<file path="src/rtl/idli_pkg.sv">
`default_nettype none
// +----------------------------------------------------------------------+
// | idli_pkg : shared types and constants for the SQI SRAM sequencer      |
// | Rev 1.0                                                              |
// +----------------------------------------------------------------------+
package idli_pkg;

  typedef enum logic [2:0] {
    SQI_IDLE    = 3'd0,
    SQI_CS_HIGH = 3'd1,
    SQI_CMD     = 3'd2,
    SQI_ADDR    = 3'd3,
    SQI_DUMMY   = 3'd4,
    SQI_DATA    = 3'd5
  } sqi_state_t;

  localparam logic [7:0] SQI_CMD_READ      = 8'h03;
  localparam logic [7:0] SQI_CMD_WRITE     = 8'h02;
  localparam int         SQI_CMD_NIBBLES   = 2;
  localparam int         SQI_ADDR_NIBBLES  = 6;
  localparam int         SQI_DUMMY_NIBBLES = 2;

endpackage
`default_nettype wire

</file>
<file path="src/rtl/idli_sqi_ctrl_m.sv">
`default_nettype none
// +----------------------------------------------------------------------+
// | idli_sqi_ctrl_m : SQI SRAM command/address/dummy/data sequencer       |
// | Rev 1.0                                                              |
// +----------------------------------------------------------------------+
module idli_sqi_ctrl_m
  import idli_pkg::*;
(
  input  logic        i_sqi_gck,
  input  logic        i_sqi_rst_n,
  input  logic        i_sqi_redirect,
  input  logic        i_sqi_wr,
  input  logic [15:0] i_sqi_addr,
  input  logic        i_sqi_stall,
  input  logic [3:0]  i_sqi_wdata,
  input  logic [3:0]  i_sqi_sio_in,
  output logic        o_sqi_cs_n,
  output logic        o_sqi_sck_en,
  output logic [3:0]  o_sqi_sio_out,
  output logic        o_sqi_sio_oe,
  output logic [3:0]  o_sqi_rdata,
  output logic        o_sqi_rdata_vld,
  output logic        o_sqi_wdata_rdy
);

  sqi_state_t  state_q, state_d;
  logic [2:0]  cnt_q, cnt_d;
  logic        wr_q, wr_d;
  logic [31:0] word_q, word_d;

  logic [2:0]  nib_idx;
  logic [3:0]  nib;
  logic        in_setup;
  logic        in_data;

  always_ff @(posedge i_sqi_gck or negedge i_sqi_rst_n) begin
    if (!i_sqi_rst_n) begin
      state_q <= SQI_IDLE;
      cnt_q   <= 3'd0;
      wr_q    <= 1'b0;
      word_q  <= 32'd0;
    end else begin
      state_q <= state_d;
      cnt_q   <= cnt_d;
      wr_q    <= wr_d;
      word_q  <= word_d;
    end
  end

  // Redirect pre-empts every state, including CS_HIGH itself.
  always_comb begin
    state_d = state_q;
    cnt_d   = cnt_q;
    wr_d    = wr_q;
    word_d  = word_q;
    if (i_sqi_redirect) begin
      state_d = SQI_CS_HIGH;
      cnt_d   = 3'd0;
      wr_d    = i_sqi_wr;
      word_d  = {(i_sqi_wr ? SQI_CMD_WRITE : SQI_CMD_READ), 8'h00, i_sqi_addr};
    end else begin
      case (state_q)
        SQI_IDLE: ;
        SQI_CS_HIGH: begin
          state_d = SQI_CMD;
          cnt_d   = 3'd0;
        end
        SQI_CMD: begin
          if (cnt_q == 3'(SQI_CMD_NIBBLES - 1)) begin
            state_d = SQI_ADDR;
            cnt_d   = 3'd0;
          end else begin
            cnt_d = cnt_q + 3'd1;
          end
        end
        SQI_ADDR: begin
          if (cnt_q == 3'(SQI_ADDR_NIBBLES - 1)) begin
            state_d = wr_q ? SQI_DATA : SQI_DUMMY;
            cnt_d   = 3'd0;
          end else begin
            cnt_d = cnt_q + 3'd1;
          end
        end
        SQI_DUMMY: begin
          if (cnt_q == 3'(SQI_DUMMY_NIBBLES - 1)) begin
            state_d = SQI_DATA;
            cnt_d   = 3'd0;
          end else begin
            cnt_d = cnt_q + 3'd1;
          end
        end
        SQI_DATA: ;
        default: begin
          state_d = SQI_IDLE;
          cnt_d   = 3'd0;
        end
      endcase
    end
  end

  // Word layout is {cmd, 8'h00, addr}: ADDR nibbles follow the two CMD nibbles.
  assign nib_idx = (state_q == SQI_ADDR) ? (cnt_q + 3'(SQI_CMD_NIBBLES)) : cnt_q;

  always_comb begin
    nib = 4'd0;
    case (nib_idx)
      3'd0: nib = word_q[31:28];
      3'd1: nib = word_q[27:24];
      3'd2: nib = word_q[23:20];
      3'd3: nib = word_q[19:16];
      3'd4: nib = word_q[15:12];
      3'd5: nib = word_q[11:8];
      3'd6: nib = word_q[7:4];
      3'd7: nib = word_q[3:0];
      default: nib = 4'd0;
    endcase
  end

  assign in_setup = (state_q == SQI_CMD) || (state_q == SQI_ADDR);
  assign in_data  = (state_q == SQI_DATA);

  assign o_sqi_cs_n      = (state_q == SQI_IDLE) || (state_q == SQI_CS_HIGH);
  assign o_sqi_sck_en    = !o_sqi_cs_n && !(in_data && i_sqi_stall);
  assign o_sqi_sio_oe    = in_setup || (in_data && wr_q);
  assign o_sqi_sio_out   = in_setup            ? nib :
                           (in_data && wr_q)   ? i_sqi_wdata : 4'd0;
  assign o_sqi_rdata     = i_sqi_sio_in;
  assign o_sqi_rdata_vld = in_data && !wr_q && !i_sqi_stall;
  assign o_sqi_wdata_rdy = in_data && wr_q && !i_sqi_stall;

endmodule
`default_nettype wire

</file>
<file path="config.mk">
export PLATFORM = sky130hd
export DESIGN_NAME = idli_sqi_ctrl_m
export DESIGN_NICKNAME = d
export VERILOG_FILES = /design/src/rtl/idli_pkg.sv /design/src/rtl/idli_sqi_ctrl_m.sv
export SDC_FILE = /design/constraint.sdc
export NUM_CORES = 1
export LEC_CHECK = 0
export BUFFER_PORTS_ARGS = -buffer_cell sky130_fd_sc_hd__buf_2
export CAP_MARGIN = 5
export CORE_ASPECT_RATIO = 1.2
export CORE_MARGIN = 8
export CORE_UTILIZATION = 50
export DETAILED_ROUTE_END_ITERATION = 7
export GPL_TIMING_DRIVEN = 0
export PLACE_DENSITY = 0.81
export SYNTH_ARGS = -nofsm -noshare
export SYNTH_HDL_FRONTEND = slang
export SYNTH_SLANG_ARGS = --single-unit
</file>
<file path="constraint.sdc">
create_clock -name i_sqi_gck -period 4.7 [get_ports i_sqi_gck]
set_input_delay 0.47 -clock i_sqi_gck [delete_from_list [all_inputs] [get_ports i_sqi_gck]]
set_output_delay 0.47 -clock i_sqi_gck [all_outputs]
set_load 0.005 [all_outputs]
</file>
After elaboration in Yosys (flattened, before gate mapping)
Index checks and enable logic that the tools add are counted.
W data, S select, Z words.

operators by class
  add/subtract/negate cells = 2
  equality and inequality tests = 18
  multiplexer cells = 15
  reduce and logical (&&, ||, !) cells = 19

operator list
  kind                   count
  $pmux W4 S7            1
  $mux W3                8
  $eq A3 B3 Y1 const B   7
  $pmux W3 S5            1
  $eq A3 B2 Y1 const B   4
  $eq A3 B1 Y1 const B   3
  $ne A3 B3 Y1 const B   3
  $pmux W3 S3            1
  $mux W4                2
  $logic_and A1 B1 Y1    6
  $logic_not A3 Y1       2
  $reduce_or A2 Y1       3
  $logic_not A1 Y1       4
  $reduce_and A4 Y1      1
  $add A3 B1 Y3 const B  1
  $add A3 B2 Y3 const B  1
  $logic_or A1 B1 Y1     3
  $mux W1                2
  $ne A2 B1 Y1 const B   1

storage, ports and cells
  register bits after elaboration = 31
  bits of input ports = 29
  logic and storage cells = 58

Longest topological paths before layout
  depth after elaboration = 6
  depth in mapped cells = 7
  mapped depth without buffers = 5

Worst setup path before layout
No wires, ideal clock.

  kind = register to output
  start = register state_q[0]
  end = output o_sqi_sio_out[0]
  data arrival time = 1.385 ns
  data required time = 4.230 ns
  path slack = 2.845 ns
  stages on the path, launching flop included = 8
  cells stage by stage = dfrtp_1 > buf_6 > and3b_1 > buf_6 > mux2i_1 > a211oi_1 > a2bb2oi_1 > o21ai_1

on the way
  word-level cells in the longest chain between the ends = 6
  elaborated cells on any way between the ends = 18
  those cells by class = eq/ne (10); mux (4); reduce/logical (4)

ends and longest elaborated chain
  item                               line                                            text
  from (decl)                        idli_sqi_ctrl_m.sv:26                           sqi_state_t state_q, state_d;
  from (signal assigned)             idli_sqi_ctrl_m.sv:43                           state_q <= state_d;
  $eq A3 B2 Y1                       idli_sqi_ctrl_m.sv:102, idli_sqi_ctrl_m.sv:119
  $mux W3                            idli_sqi_ctrl_m.sv:102                          assign nib_idx = (state_q == SQI_ADDR) ? (cnt_q + 3'(SQI_CMD_NIBBLES)) : cnt_q;
  $eq A3 B2 Y1                       idli_sqi_ctrl_m.sv:106                          case (nib_idx)
  $reduce_or A2 Y1 (no source line)  --
  $pmux W4 S7                        idli_sqi_ctrl_m.sv:106
  $mux W4 (*)                        idli_sqi_ctrl_m.sv:125                          assign o_sqi_sio_out = in_setup ? nib :
  to (decl)                          idli_sqi_ctrl_m.sv:19                           output logic [3:0] o_sqi_sio_out,

Every way passes the cells marked *; elsewhere a longest branch is shown, timed or not.

Worst setup path after layout
  start = register state_q[0]
  end = output o_sqi_sio_out[1]

The elaborated chain is that of the path after synthesis.

==> results.py <==
metrics = {
    "clock_tree": {
        "cts-root-buf": "clkbuf_4",
        "cts_hold_buf": 0,
        "clock_path_buffers": 2,
        "post_cts_buffers": 0,
        "clk_pin_slew_ns": 0.13,
        "cts_resized": 0,
        "cts_tree": "yes",
        "cts_sinks": 25,
        "cts_max_level": 1,
        "clk-insertion-delay-late_ns": 0.32,
        "numCtsBuffers": 3,
    },
    "worst_setup_path": {
        "crit_path_start_kind": "flop",
        "cp_data_required_time_ns": 4.23,
        "crit_fanout": 10,
        "crit_type": "reg2out",
        "end_kind": "output pin",
        "worstPathArrival_ns": 2.02,
    },
    "drt": {
        "vias": 1280,
        "route.antenna.remaining_nets": 0,
        "first_iter_violations": 43,
        "wirelength_mm": 3.64,
        "viasPerCell": 5.52,
        "route.detailed.drc": 0,
        "wire_per_inst_um": 15.7,
        "dr.pass1.iters": 4,
    },
    "sta": {
        "hold_viol_final": 0,
        "fmax_mhz": 402,
        "finalMaxSlewViolations": 0,
        "tns_ns": 0,
        "worst_slew_pin_slew_ns": 0.574,
        "skew_ns": 0.00862,
        "period_share_pct": 52.9,
        "relSlewSlack_pct": 61.7,
        "rsz0062_at_grt": "false",
        "fin_crit_ns": 2.49,
        "setup_viol": 0,
    },
    "synth": {
        "yosysUniqueCellTypes": 35,
        "synth_top_area_cell": "dfrtp_1",
        "ys.flop_type": "dfrtp_1",
        "avgSynthCellArea_um2": 9.45,
        "synth-edff-count": 0,
        "synth_warnings": 0,
        "synth_most_common_cell": "dfrtp_1",
        "ys_ff_latch": 25,
        "netlist_top_cells_area": "dfrtp_1, mux2_2, nand2_1",
        "synth_commonest_cells": "dfrtp_1, mux2_2, nand2_1",
        "synth-seq-area-share_pct": 41.9,
        "synth.net_count": 187,
        "async_flop_share_pct": 100,
        "synthCells": 158,
        "netlist.area_leader.share_pct": 41.9,
        "synth_area_um2": 1490,
    },
    "floorplan": {
        "io_pins": 42,
        "die_w_um": 65.9,
        "die_y_um": 75.9,
        "rows": 21,
        "core_area_um2": 2810,
        "start_util_pct": 53.1,
        "die_area_um2": 5000,
    },
    "final_layout": {
        "areaGrowthSynthToFinish_pct": 16.8,
        "post-route-util_pct": 62.0,
        "nNetsFinal": 228,
        "diodes": 0,
        "drive_gt1_share_pct": 35.4,
    },
    "power": {
        "leakage_nw": 0.791,
        "ir_drop_mv": 0.212,
        "power.density_nw_per_um2": 261,
    },
    "hold_path": {
        "hold_path.class": "in2async",
    },
    "placement": {
        "io_buffer_count": 36,
        "gp_congestion": 0.936,
        "hpwlAfterDp_mm": 2.86,
    },
    "global_route": {
        "grt_pass1_vias": 1333,
        "antenna_found_initial": 0,
        "grt.overflow.total": 0,
        "grt_util_all_layers_pct": 15.9,
        "grt_pass1_wl_mm": 6.27,
        "grt_max_degree": 26,
    },
    "status": {
        "status": "finished clean",
    },
    "run": {
        "drv_cap": 0,
    },
}
-- flip-flops by register name, summed over array words and instances (netlist names) --
signal   cells
word_q      18
cnt_q        3
state_q      3
wr_q         1
-- cell usage in the layout (no fill, tap or decap), types with 7 or more instances in the layout --
cell / n
o21ai_0: 7
nand2_1: 18
nor2_1: 13
buf_2: 38
dfrtp_1: 25
nor3_1: 8
mux2_2: 19
a21oi_1: 7
-- cell families (layout without fill, tap and decap cells) --
logic type	Yosys count	count (layout)	share of synthesized area (%)
flops	25	25	41.9
xor+xnor	3	3	1.76
simple gates	57	57	18.1
compound gates	34	34	14.3
buf+inv	15	55	6.20
mux	24	24	17.7
-- metrics by stage --
| stage | instances | total power, mW | hold slack [ns] | cell area (um^2) | setup WS (ns) |
|---|---|---|---|---|---|
| 2_1_floorplan | 158 | 0.327 | 0.174 | 1490 | 2.84 |
| 3_3_place_gp | 228 | 0.361 | 0.453 | 1720 | 2.62 |
| 3_5_place_dp | 228 | 0.366 | 0.466 | 1720 | 2.56 |
| 4_1_cts | 232 | 0.461 | 0.141 | 1740 | 2.19 |
| 5_1_grt | 232 | 0.488 | 0.145 | 1740 | 2.06 |
| 6_report | 232 | 0.454 | 0.130 | 1740 | 2.21 |
-- layer usage --
metal	routed length, um	share of wire [%]	GRT usage, %	vias up
met1	1460	40	18.8	588
met3	310	8.5	4.12	4
met2	1830	50	27.3	46
li1	-	-	-	642
met4	36	0.99	5.10	0
met5	0	0	0	-
-- critical path, stage by stage (launching register included) --
cell and delay, ns:
dfrtp_1 0.40, buf_6 0.14, and3b_1 0.19, buf_6 0.14, mux2i_1 0.14, a211oi_1 0.26
a2bb2oi_1 0.22, o21ai_1 0.08, buf_2 0.13
-- worst paths after layout --
path / from / end / slack, ns / cells after the start
min reg2reg: word_q[25] / word_q[25] / 0.50 / 1
max reg2reg: cnt_q[0] / cnt_q[1] / 3.16 / 5
max in group asynchronous: i_sqi_rst_n / word_q[7] / 4.19 / 1
max: state_q[0] / o_sqi_sio_out[1] / 2.21 / 8
min in group i_sqi_gck: i_sqi_wr / word_q[24] / 0.32 / 2
min: i_sqi_rst_n / cnt_q[2] / 0.13 / 1
-- final cells by class --
cell class,count,area [um^2]
fill,258,1070
clock inverter,1,5.00
timing repair buffer,36,180
tap,34,42.5
multi-input combinational,118,774
buffer,15,92.6
clock buffer,3,22.5
sequential,25,626
-- report_power, final --
group	internal, mW	switching, mW	total, mW
sequential	0.233	0.0125	0.246
clock	0.0318	0.0612	0.0930
combinational	0.0562	0.0592	0.115
Note: power is estimated with default switching activity, not from simulation.
